==> src/rtl/instruction_fetch.sv <==
// Instruction fetch stage: owns the fetch PC, issues credit-limited in-order
// requests to instruction memory and feeds the IF/ID register from a prefetch FIFO.
module instruction_fetch #(
  parameter logic [31:0] RESET_PC   = 32'h0000_0000,
  parameter int          FIFO_DEPTH = 2,
  parameter logic [31:0] NOP_INSTR  = 32'h0000_0013
) (
  input  logic        clk_i,
  input  logic        rst_i,
  output logic        imem_req_o,
  output logic [31:0] imem_addr_o,
  input  logic        imem_gnt_i,
  input  logic        imem_rvalid_i,
  input  logic [31:0] imem_rdata_i,
  input  logic        load_stall_i,
  input  logic        branching_i,
  input  logic [31:0] branch_target_i,
  output logic [31:0] fetched_instruction_if_o,
  output logic [31:0] pc_if_o,
  output logic        instr_valid_if_o
);

  localparam int CW = $clog2(FIFO_DEPTH + 1);
  localparam int PW = (FIFO_DEPTH > 1) ? $clog2(FIFO_DEPTH) : 1;
  localparam logic [CW:0] CREDIT_LIMIT = (CW + 1)'(FIFO_DEPTH);
  localparam logic [31:0] IF_RESET_PC  = 32'hFFFF_FFFC;

  logic [31:0]   fetch_pc;
  logic [31:0]   resp_pc;
  logic [CW-1:0] outstanding;
  logic [CW-1:0] discard;
  logic [CW-1:0] fifo_count;
  logic [PW-1:0] rd_ptr;
  logic [PW-1:0] wr_ptr;
  logic [31:0]   fifo_pc    [FIFO_DEPTH];
  logic [31:0]   fifo_instr [FIFO_DEPTH];

  logic [CW:0]   credit_used;
  logic [CW-1:0] outstanding_next;
  logic [31:0]   target_aligned;
  logic          grant;
  logic          accept;
  logic          load;
  logic          take_head;
  logic          bypass;
  logic          push;

  function automatic logic [PW-1:0] ptr_inc(input logic [PW-1:0] p);
    return (p == PW'(FIFO_DEPTH - 1)) ? '0 : p + PW'(1);
  endfunction

  // Credit covers words in flight plus words buffered, so the FIFO can never overflow.
  assign credit_used    = {1'b0, outstanding} + {1'b0, fifo_count};
  assign imem_req_o     = !rst_i && !branching_i && (credit_used < CREDIT_LIMIT);
  assign imem_addr_o    = fetch_pc;
  assign target_aligned = branch_target_i & ~32'd3;

  assign grant            = imem_req_o && imem_gnt_i;
  assign outstanding_next = outstanding + CW'(grant) - CW'(imem_rvalid_i);
  assign accept           = imem_rvalid_i && (discard == '0) && !branching_i;
  assign load             = !load_stall_i && !branching_i;
  assign take_head        = load && (fifo_count != '0);
  assign bypass           = load && (fifo_count == '0) && accept;
  assign push             = accept && !bypass;

  always_ff @(posedge clk_i) begin
    if (push) begin
      fifo_pc[wr_ptr]    <= resp_pc;
      fifo_instr[wr_ptr] <= imem_rdata_i;
    end
  end

  always_ff @(posedge clk_i) begin
    if (rst_i) begin
      fetch_pc                 <= RESET_PC;
      resp_pc                  <= RESET_PC;
      outstanding              <= '0;
      discard                  <= '0;
      fifo_count               <= '0;
      rd_ptr                   <= '0;
      wr_ptr                   <= '0;
      fetched_instruction_if_o <= NOP_INSTR;
      pc_if_o                  <= IF_RESET_PC;
      instr_valid_if_o         <= 1'b0;
    end else begin
      outstanding <= outstanding_next;
      if (branching_i) begin
        // Everything still in flight after this edge belongs to the old path.
        fetch_pc                 <= target_aligned;
        resp_pc                  <= target_aligned;
        discard                  <= outstanding_next;
        fifo_count               <= '0;
        rd_ptr                   <= '0;
        wr_ptr                   <= '0;
        fetched_instruction_if_o <= NOP_INSTR;
        instr_valid_if_o         <= 1'b0;
      end else begin
        if (grant) fetch_pc <= fetch_pc + 32'd4;
        if (imem_rvalid_i && (discard != '0)) discard <= discard - CW'(1);
        if (accept) resp_pc <= resp_pc + 32'd4;
        if (push) wr_ptr <= ptr_inc(wr_ptr);
        if (take_head) rd_ptr <= ptr_inc(rd_ptr);
        fifo_count <= fifo_count + CW'(push) - CW'(take_head);
        if (take_head) begin
          fetched_instruction_if_o <= fifo_instr[rd_ptr];
          pc_if_o                  <= fifo_pc[rd_ptr];
          instr_valid_if_o         <= 1'b1;
        end else if (bypass) begin
          fetched_instruction_if_o <= imem_rdata_i;
          pc_if_o                  <= resp_pc;
          instr_valid_if_o         <= 1'b1;
        end else if (!load_stall_i) begin
          fetched_instruction_if_o <= NOP_INSTR;
          instr_valid_if_o         <= 1'b0;
        end
      end
    end
  end

  fifo_no_overflow: assert property (@(posedge clk_i) disable iff (rst_i)
    !(push && (fifo_count == CW'(FIFO_DEPTH))));

endmodule

==> config.mk <==
export PLATFORM = sky130hd
export DESIGN_NAME = instruction_fetch
export DESIGN_NICKNAME = d
export VERILOG_FILES = /design/src/rtl/instruction_fetch.sv
export SDC_FILE = /design/constraint.sdc
export NUM_CORES = 1
export LEC_CHECK = 0
export ABC_CLOCK_PERIOD_IN_PS = 15900
export CAP_MARGIN = 20
export CORE_MARGIN = 5
export CORE_UTILIZATION = 30
export CTS_CLUSTER_SIZE = 25
export DETAILED_ROUTE_END_ITERATION = 10
export DONT_BUFFER_PORTS = 1
export GPL_ROUTABILITY_DRIVEN = 1
export PLACE_DENSITY = 0.46
export SYNTH_ARGS = -nofsm -noshare
export SYNTH_HDL_FRONTEND = slang
export SYNTH_SLANG_ARGS = --single-unit
==> constraint.sdc <==
create_clock -name clk_i -period 15.9 [get_ports clk_i]
set_input_delay 4.77 -clock clk_i [delete_from_list [all_inputs] [get_ports clk_i]]
set_output_delay 4.77 -clock clk_i [all_outputs]
set_load 0.01 [all_outputs]
==> results.py <==
metrics = {
    "routing": {
        "postRouteAntennaNets": 0,
        "drt-initial-drc-count": 440,
        "wirelength_um": 32500,
        "drcViolationCount": 0,
        "drt-pass1-iter-count": 5,
        "via_count": 7929,
        "wire_per_inst_um": 22.5,
        "vias_per_cell": 5.48,
    },
    "critical_path": {
        "cp_slowest_cell": "nor3_1",
        "slowest_delay_ps": 340,
        "path_buf_inv": 0,
        "endpoint_kind": "output pin",
        "path_cells": "or2_2 > nor3_1",
        "worstSetupPathType": "primary input to output pin",
        "required_ps": 11130,
        "cp.arrival_ps": 5460,
        "critical-path-top-delay-family": "simple AND/OR/NAND/NOR gates",
        "critical_path.max_fanout": 53,
        "start_kind": "primary input",
    },
    "grt": {
        "grt_pass1_vias": 7833,
        "grt.total_usage": 0.152,
        "antenna_found_initial": 0,
        "grt_pass1_wl_um": 49600,
        "grt_max_degree": 93,
        "grt-ovfl-total": 0,
    },
    "die": {
        "die-width_um": 203,
        "die_area_mm2": 0.0411,
        "fp.coreArea_mm2": 0.0366,
        "ioPinCount": 168,
        "die_height_um": 203,
        "start_util": 0.304,
        "rows": 70,
    },
    "yosys": {
        "post_synth.cell_area_avg_um2": 11.3,
        "synth_area_leader_cell": "edfxtp_1",
        "netlist.area_leader.share": 0.334,
        "synth.ff_latch_count": 256,
        "syn_area_mm2": 0.0111,
        "synthArstFlopShare": 0,
        "yosysMostFrequentCell": "dfxtp_1",
        "ys_seq_area_frac": 0.571,
        "yosysWarningCount": 0,
        "synthCells": 984,
        "synth_edf_count": 124,
        "ys_types": 67,
        "synth_common_cells": "dfxtp_1, edfxtp_1, a211oi_1",
        "ys.flop_type": "dfxtp_1",
        "ys_top_cells_by_area": "edfxtp_1, dfxtp_1, a211oi_1",
    },
    "sta": {
        "rsz0062_at_grt": "false",
        "timing.final.crit_share": 0.644,
        "hold_ws_ps": 480,
        "setup_violations": 0,
        "worst_slew_pin_slew_ps": 1010,
        "final.setup_skew_ps": 13.0,
        "relSlewSlack": 0.327,
        "slew_viol_final": 0,
        "clock.fmax_mhz": 97.7,
        "fin_ws_ps": 5670,
        "fin_crit_ps": 10230,
        "finalSetupTns_ps": 0,
        "finalHoldViolCount": 0,
    },
    "cts": {
        "cts_tree": "built",
        "numCtsBuffers": 29,
        "postCtsHoldBufs": 0,
        "insertion_delay_ps": 550,
        "clk_pin_slew_ps": 70,
        "post_cts_buffers": 0,
        "root_buffer": "clkbuf_16",
        "post_cts_resized": 0,
        "cts.htree.levels": 1,
        "numClockSinks": 256,
        "clock_path_buffers": 3,
    },
    "worst_hold_path": {
        "hp-class": "flip-flop to flip-flop",
    },
    "flow_run": {
        "drv_cap": 0,
    },
    "layout": {
        "fin_nets": 1035,
        "stdcell_count": 1447,
        "synthToLayoutAreaGrowth_pct": 11.9,
        "utilization": 0.341,
        "num_antenna_cells": 0,
        "fillers": 3706,
        "drive_above_1_share": 0.109,
        "register_area_mm2": 0.00637,
        "multiInputGateArea_mm2": 0.00436,
    },
    "power": {
        "leakage_nw": 4.21,
        "combPwrFrac": 0.064,
        "power_frac_seq": 0.503,
        "ir_worst_vdd_v": 0.0000679,
        "p_per_area_mw_per_mm2": 121,
        "pwr-share-clk": 0.433,
        "p_int_mw": 1.15,
        "p_sw_frac": 0.241,
        "power.switching_mw": 0.363,
    },
    "placed_design": {
        "pre_cts_ws_ps": 5690,
        "place_inst": 1393,
        "io_buffer_count": 0,
        "globalplace.congestion": 0.783,
        "hpwl_um": 20600,
    },
    "status": {
        "status": "finished, final reports clean",
    },
}
logic make-up (layout without fill, tap and decap cells):
kind of cell | Yosys count | in the layout | synth area share
other cells | 1 | 4 | 0.000337
simple gates | 314 | 314 | 0.158
fa+ha+maj | 8 | 8 | 0.00966
flops | 256 | 256 | 0.571
mux | 33 | 33 | 0.0332
compound gates | 239 | 239 | 0.164
xor+xnor | 30 | 30 | 0.0236
buf+inv | 103 | 95 | 0.0403
metal layers:
layer / up-vias / track usage / part of all wire
met5: - / 0 / 0
met4: 0 / 0.0301 / 0.019
met3: 39 / 0.0374 / 0.069
met2: 229 / 0.243 / 0.45
met1: 3915 / 0.212 / 0.46
li1: 3746 / - / -
power groups by stage:
stage | clock (mW) | combinational (mW) | sequential (mW)
after global routing | 0.701 | 0.108 | 0.764
after CTS | 0.674 | 0.0973 | 0.761
after floorplan | 0 | 0.0794 | 0.760
final | 0.654 | 0.0964 | 0.760
after detailed placement | 0 | 0.0968 | 0.775
after global placement | 0 | 0.0955 | 0.775
flip-flops by register name (all words and copies together), names as in the netlist, 2 cells and up, named ones only:
| name | count |
|---|---|
| fifo_instr | 64 |
| fifo_pc | 60 |
| fetched_instruction_if_o | 32 |
| imem_addr_o | 30 |
| pc_if_o | 30 |
| resp_pc | 30 |
| discard | 2 |
| fifo_count | 2 |
| outstanding | 2 |
through the flow:
step	power (mW)	area [um2]
finish	1.51	12500
global route	1.57	12500
CTS	1.53	12400
detailed placement	0.872	11500
global placement	0.870	11500
floorplan	0.840	11200
layout make-up:
cell class	count	area share
clock buffers	39	0.0644
clock inverters	14	0.0100
inverters	29	0.00873
multi-input cells	628	0.350
flip-flops and latches	256	0.511
well taps	468	0.0470
repair buffers	13	0.00943
final timing paths:
path	start	to	slack [ps]	depth (start not counted)
max	branching_i	imem_req_o	5670	2
min reg2reg	resp_pc[30]	fifo_pc[0][30]	480	0
max reg2reg	fifo_count[0]	discard[1]	12680	11
min	resp_pc[30]	fifo_pc[0][30]	480	0
placed cells by master (no fill, tap or decap), types with 12 or more instances in the layout:
cell,instances
dfxtp_1,131
edfxtp_1,124
a211oi_1,71
nor2_1,60
and3_1,42
o21bai_1,39
nor2b_1,36
nand2_1,36
mux2_2,32
a222oi_1,29
clkbuf_16,29
nand4_1,27
inv_1,27
nor3_1,25
xnor2_1,23
a21oi_1,18
nand3_1,18
nor4_1,17
a21boi_0,17
a31oi_1,14
buf_4,12
(Power assumes the default switching activity.)
